[config.mk]
export PLATFORM = sky130hd
export DESIGN_NAME = ssd_src_arbiter
export DESIGN_NICKNAME = d
export VERILOG_FILES = /design/src/rtl/ssd_src_arbiter.sv
export SDC_FILE = /design/constraint.sdc
export NUM_CORES = 1
export LEC_CHECK = 0
export CAP_MARGIN = 20
export CORE_UTILIZATION = 30
export CTS_CLUSTER_DIAMETER = 40
export DETAILED_ROUTE_END_ITERATION = 10
export PLACE_DENSITY_LB_ADDON = 0.25
export SETUP_SLACK_MARGIN = 0.3
export SLEW_MARGIN = 20
export SYNTH_ARGS = -nofsm -noshare
export SYNTH_HDL_FRONTEND = slang
export SYNTH_SLANG_ARGS = --single-unit
[constraint.sdc]
create_clock -name clk -period 8.9 [get_ports clk]
set_input_delay 2.67 -clock clk [delete_from_list [all_inputs] [get_ports clk]]
set_output_delay 2.67 -clock clk [all_outputs]
set_load 0.03 [all_outputs]
[src/rtl/ssd_src_arbiter.sv]
// Round-robin time-sharing of the 4-digit seven-segment display between two sources,
// with a minimum dwell per source under contention and a blank gap between sources.
module ssd_src_arbiter #(
  parameter int DWELL_CYCLES = 100_000_000,
  parameter int BLANK_CYCLES = 5_000_000,
  parameter int CNT_W        = 27
) (
  input  logic        clk,
  input  logic        rst_n,
  input  logic [1:0]  req,
  input  logic [15:0] data0,
  input  logic [15:0] data1,
  output logic [1:0]  gnt,
  output logic [15:0] number,
  output logic        blank
);

  typedef enum logic [1:0] {S_IDLE, S_SHOW, S_BLANK} state_t;

  localparam logic [CNT_W-1:0] DWELL_MAX = CNT_W'(DWELL_CYCLES - 1);
  localparam logic [CNT_W-1:0] BLANK_MAX = CNT_W'(BLANK_CYCLES - 1);

  state_t            r_state;
  logic [1:0]        r_gnt;
  logic [15:0]       r_number;
  logic              r_blank;
  logic [CNT_W-1:0]  r_cnt;
  logic              r_last;

  state_t            w_state_nx;
  logic [1:0]        w_gnt_nx;
  logic [15:0]       w_number_nx;
  logic              w_blank_nx;
  logic [CNT_W-1:0]  w_cnt_nx;
  logic              w_last_nx;
  logic              w_do_grant;

  logic              w_any;
  logic              w_pick;
  logic [15:0]       w_pick_data;
  logic              w_req_cur;
  logic              w_req_oth;
  logic [15:0]       w_cur_data;

  // Under contention the source that was not shown last wins; r_last is
  // also the currently granted source while in SHOW.
  assign w_any       = |req;
  assign w_pick      = (req[0] && req[1]) ? ~r_last : req[1];
  assign w_pick_data = w_pick ? data1 : data0;
  assign w_req_cur   = req[r_last];
  assign w_req_oth   = req[~r_last];
  assign w_cur_data  = r_last ? data1 : data0;

  always_comb begin
    w_state_nx  = r_state;
    w_gnt_nx    = r_gnt;
    w_number_nx = r_number;
    w_blank_nx  = r_blank;
    w_cnt_nx    = r_cnt;
    w_last_nx   = r_last;
    w_do_grant  = 1'b0;

    case (r_state)
      S_IDLE: begin
        w_gnt_nx   = 2'b00;
        w_blank_nx = 1'b1;
        w_do_grant = w_any;
      end
      S_SHOW: begin
        w_number_nx = w_cur_data;
        if (!w_req_cur) begin
          w_state_nx = w_req_oth ? S_BLANK : S_IDLE;
          w_gnt_nx   = 2'b00;
          w_blank_nx = 1'b1;
          w_cnt_nx   = '0;
        end else if (r_cnt == DWELL_MAX && w_req_oth) begin
          w_state_nx = S_BLANK;
          w_gnt_nx   = 2'b00;
          w_blank_nx = 1'b1;
          w_cnt_nx   = '0;
        end else if (r_cnt != DWELL_MAX) begin
          w_cnt_nx = r_cnt + 1'b1;
        end
      end
      S_BLANK: begin
        w_gnt_nx   = 2'b00;
        w_blank_nx = 1'b1;
        if (r_cnt == BLANK_MAX) begin
          // Gap length is fixed; only the request state at its end matters.
          w_cnt_nx   = '0;
          w_state_nx = S_IDLE;
          w_do_grant = w_any;
        end else begin
          w_cnt_nx = r_cnt + 1'b1;
        end
      end
      default: begin
        w_state_nx = S_IDLE;
        w_gnt_nx   = 2'b00;
        w_blank_nx = 1'b1;
        w_cnt_nx   = '0;
      end
    endcase

    if (w_do_grant) begin
      w_state_nx  = S_SHOW;
      w_gnt_nx    = w_pick ? 2'b10 : 2'b01;
      w_last_nx   = w_pick;
      w_number_nx = w_pick_data;
      w_blank_nx  = 1'b0;
      w_cnt_nx    = '0;
    end
  end

  always_ff @(posedge clk) begin
    if (!rst_n) begin
      r_state  <= S_IDLE;
      r_gnt    <= 2'b00;
      r_number <= 16'h0000;
      r_blank  <= 1'b1;
      r_cnt    <= '0;
      r_last   <= 1'b1;
    end else begin
      r_state  <= w_state_nx;
      r_gnt    <= w_gnt_nx;
      r_number <= w_number_nx;
      r_blank  <= w_blank_nx;
      r_cnt    <= w_cnt_nx;
      r_last   <= w_last_nx;
    end
  end

  assign gnt    = r_gnt;
  assign number = r_number;
  assign blank  = r_blank;

endmodule

==> reports/results.txt <==
EDFF count, synth -> 0
first-pass GRT wire length -> 11,600 um
setup repair bufs after CTS -> 0
post-synthesis xor/xnor area fraction -> 3.25%
number of global-route vias before repair -> 2,426
Cell Count, Final, Fillers Out -> 470
clock root cell -> clkbuf_8
post-synthesis adder-cell area fraction -> 1.86%
# setup viols final -> 0
Num CTS Buffers -> 5
outcome -> finished clean
Compound-Gate Fraction of Synth Area -> 21.0%
Routed WL -> 6910 um
crit path DAT -> 5860 ps
top-area cell type share of the netlist area -> 36.4%
clk_lat worst skew -> 300 ps
antenna cell count -> 0
Post-Syn Instances -> 312
min Tclk post-route -> 5630 ps
startpoint types -> input port
FP Rows -> 34
final routed DRC violation total -> 0
total number of vias -> 2,548
crit path max fanout -> 16
VDD IR max -> 0.0733 mV
# hold bufs at CTS -> 0
Num Clock Sinks -> 49
Port Buffers -> 54
HP Class -> flip-flop to flip-flop
R2R Setup Slk -> 5710 ps
Initial Util -> 30.9%
hold path startpoint -> r_state[1]
Syn. warnings -> 0
Area growth syn-to-layout -> 26.1%
relative slew slack -> 26.3%
Tcrit/Tclk final -> 63.3%
crit end category -> flip-flop
max-cap violations -> 0
Mapped Area -> 2690 um2
Clock Skew -> 5.62 ps
unrepaired setup endpoints after global routing -> no
syn nets -> 352
Worst-Margin Slew -> 1100 ps
Detailed Route Iter0 Violations -> 142
top_reg_cell synth -> dfxtp_1
highest clock rate -> 0.178 GHz
post-CTS sizing -> 0
first-pass detailed-route iteration total -> 4
Setup TNS -> 0 ps
R2R Path Start -> r_cnt[10]
Core Box Area -> 8720 um2
Die Y -> 96.7 um
CTS tree -> built
pin count of the biggest net entering global routing -> 33
Reg clk slew, reported paths -> 90 ps
via density per instance -> 5.42
Yosys top cell by area -> dfxtp_1
antenna violation net count after detailed routing -> 0
Post-DP HPWL -> 4900 um
Crit. Startpoint -> req[0]
H-tree levels -> 2
worst endpoint required time -> 9130 ps
Netlist cell types -> 59
Power Density -> 172 nW/um2
gr usage total -> 14.9%
ys async rst share -> 0%
routability cong. -> 0.787
WS Path Type -> input port to flip-flop
# IOs -> 55
Die Span X -> 96.7 um
register area share after synthesis -> 36.4%
die area -> 9350 um2
gr ovfl total -> 0
placed cell count -> 462
initial antenna violation count -> 0
drt wl/cell -> 14.7 um
post-synthesis mux area share -> 7.44%
layout cells sized above 1 -> 7.18%
cell area after layout -> 3390 um2
Final Hold Fails -> 0
main combinational cell family by area after synthesis -> simple AND/OR/NAND/NOR gates
Post-Synth Simple-Gate Area -> 25.8%
leak pwr -> 1.15 nW
maximum clock path buffer count -> 2
Final nets -> 401
Placed Area -> 3310 um2
flops & latches, synth -> 49
Area contributors post-synth -> dfxtp_1 36%, mux2i_1 7.4%, nand4_1 5.3%
total chip power -> 0.582 mW
Avg Inst Size Synth -> 8.63 um2
Pins Over Slew Limit -> 0
[worst max-delay path, stage by stage]
cell and delay [ps]:
clkdlybuf4s50_1 580, or3b_2 490, a2111oi_2 480, a41oi_1 170, buf_4 230, a211oi_2 880, a32o_1 220, o21bai_1 120
[placed cells by master (no fill, tap or decap), types with 2 or more instances in the layout]
cell type | netlist | layout
or4_1 | 3 | 3
nor2b_1 | 3 | 3
o22ai_1 | 2 | 2
a21oi_1 | 28 | 28
buf_4 | 0 | 4
and2_1 | 2 | 2
xnor2_1 | 3 | 3
nor3_1 | 4 | 4
a31oi_1 | 5 | 5
nand2_1 | 28 | 28
dfxtp_1 | 49 | 49
clkbuf_8 | 0 | 5
nor4_1 | 5 | 5
nor2_1 | 7 | 7
clkinv_2 | 0 | 2
nand3b_1 | 2 | 2
inv_1 | 7 | 7
nand2b_1 | 5 | 5
o21ai_1 | 7 | 7
nand4_1 | 23 | 23
o21ai_0 | 13 | 13
nand3_1 | 19 | 19
a21o_1 | 2 | 2
a32oi_1 | 2 | 2
o311ai_1 | 4 | 4
clkdlybuf4s50_1 | 0 | 54
and3_1 | 5 | 5
mux2i_1 | 20 | 20
o211ai_1 | 2 | 2
or2_2 | 2 | 2
ha_1 | 4 | 4
o2111ai_1 | 2 | 2
xor2_1 | 7 | 7
or3_1 | 6 | 6
or4_4 | 2 | 2
[report_power, final]
| part | switching [mW] | total, mW | internal, mW |
|---|---|---|---|
| registers | 0.0108 | 0.250 | 0.239 |
| logic | 0.119 | 0.202 | 0.0830 |
| clock network | 0.0758 | 0.131 | 0.0547 |
[area by class of cell]
class                   count  area, um2
clock inverters             2       10.0
fillers                   877       5330
clock buffers               6       72.6
repair buffers             58        571
inverters                   7       26.3
multi-input cells         240       1600
flip-flops and latches     49        981
well taps                 108        135
[stage by stage]
| stage | util (%) | setup WS [ps] | hold slack [ps] |
|---|---|---|---|
| 2_1_floorplan | - | 4250 | 451 |
| 3_3_place_gp | 38.0 | 3140 | 467 |
| 3_5_place_dp | 38.0 | 2980 | 472 |
| 4_1_cts | 38.9 | 3290 | 489 |
| 5_1_grt | 38.9 | 3220 | 510 |
| 6_report | 38.9 | 3270 | 489 |
[sequential cells by signal, summed over array words and instances (netlist names)]
name / count
r_state: 2
r_cnt: 27
blank: 1
number: 16
r_last: 1
gnt: 2
[cells in the mapped netlist, types with 3 or more instances]
library cell / n
nand4_1: 23
ha_1: 4
mux2i_1: 20
or4_1: 3
inv_1: 7
nor2_1: 7
buf_2: 5
and3_1: 5
a21oi_1: 28
nor2b_1: 3
nor4_1: 5
dfxtp_1: 49
nand2_1: 28
a31oi_1: 5
xor2_1: 7
nand3_1: 19
clkbuf_1: 8
or3_1: 6
xnor2_1: 3
nor3_1: 4
o21ai_1: 7
o311ai_1: 4
o21ai_0: 13
nand2b_1: 5
[worst paths after layout]
path | endpoint | cells past startpoint
max | r_cnt[19] | 8
min | r_state[1] | 2
max reg2reg | number[12] | 6
min reg2reg | r_state[1] | 2
[per-layer routing]
layer	global-route usage (%)	part of all wire [%]
met4	5.51	1.3
met1	20.4	47
met3	4.41	8.0
met2	22.1	44
met5	0	0
[cell families (layout without fill, tap and decap cells)]
family,after synthesis,count (layout)
muxes,20,20
and+or+nand+nor,123,123
AOI/OAI and AO/OA,83,83
buffers and inverters,23,73
DFF,49,49
adders and majority gates,4,4
xor gates and xnor gates,10,10
Power figures use the tool's default switching activity.
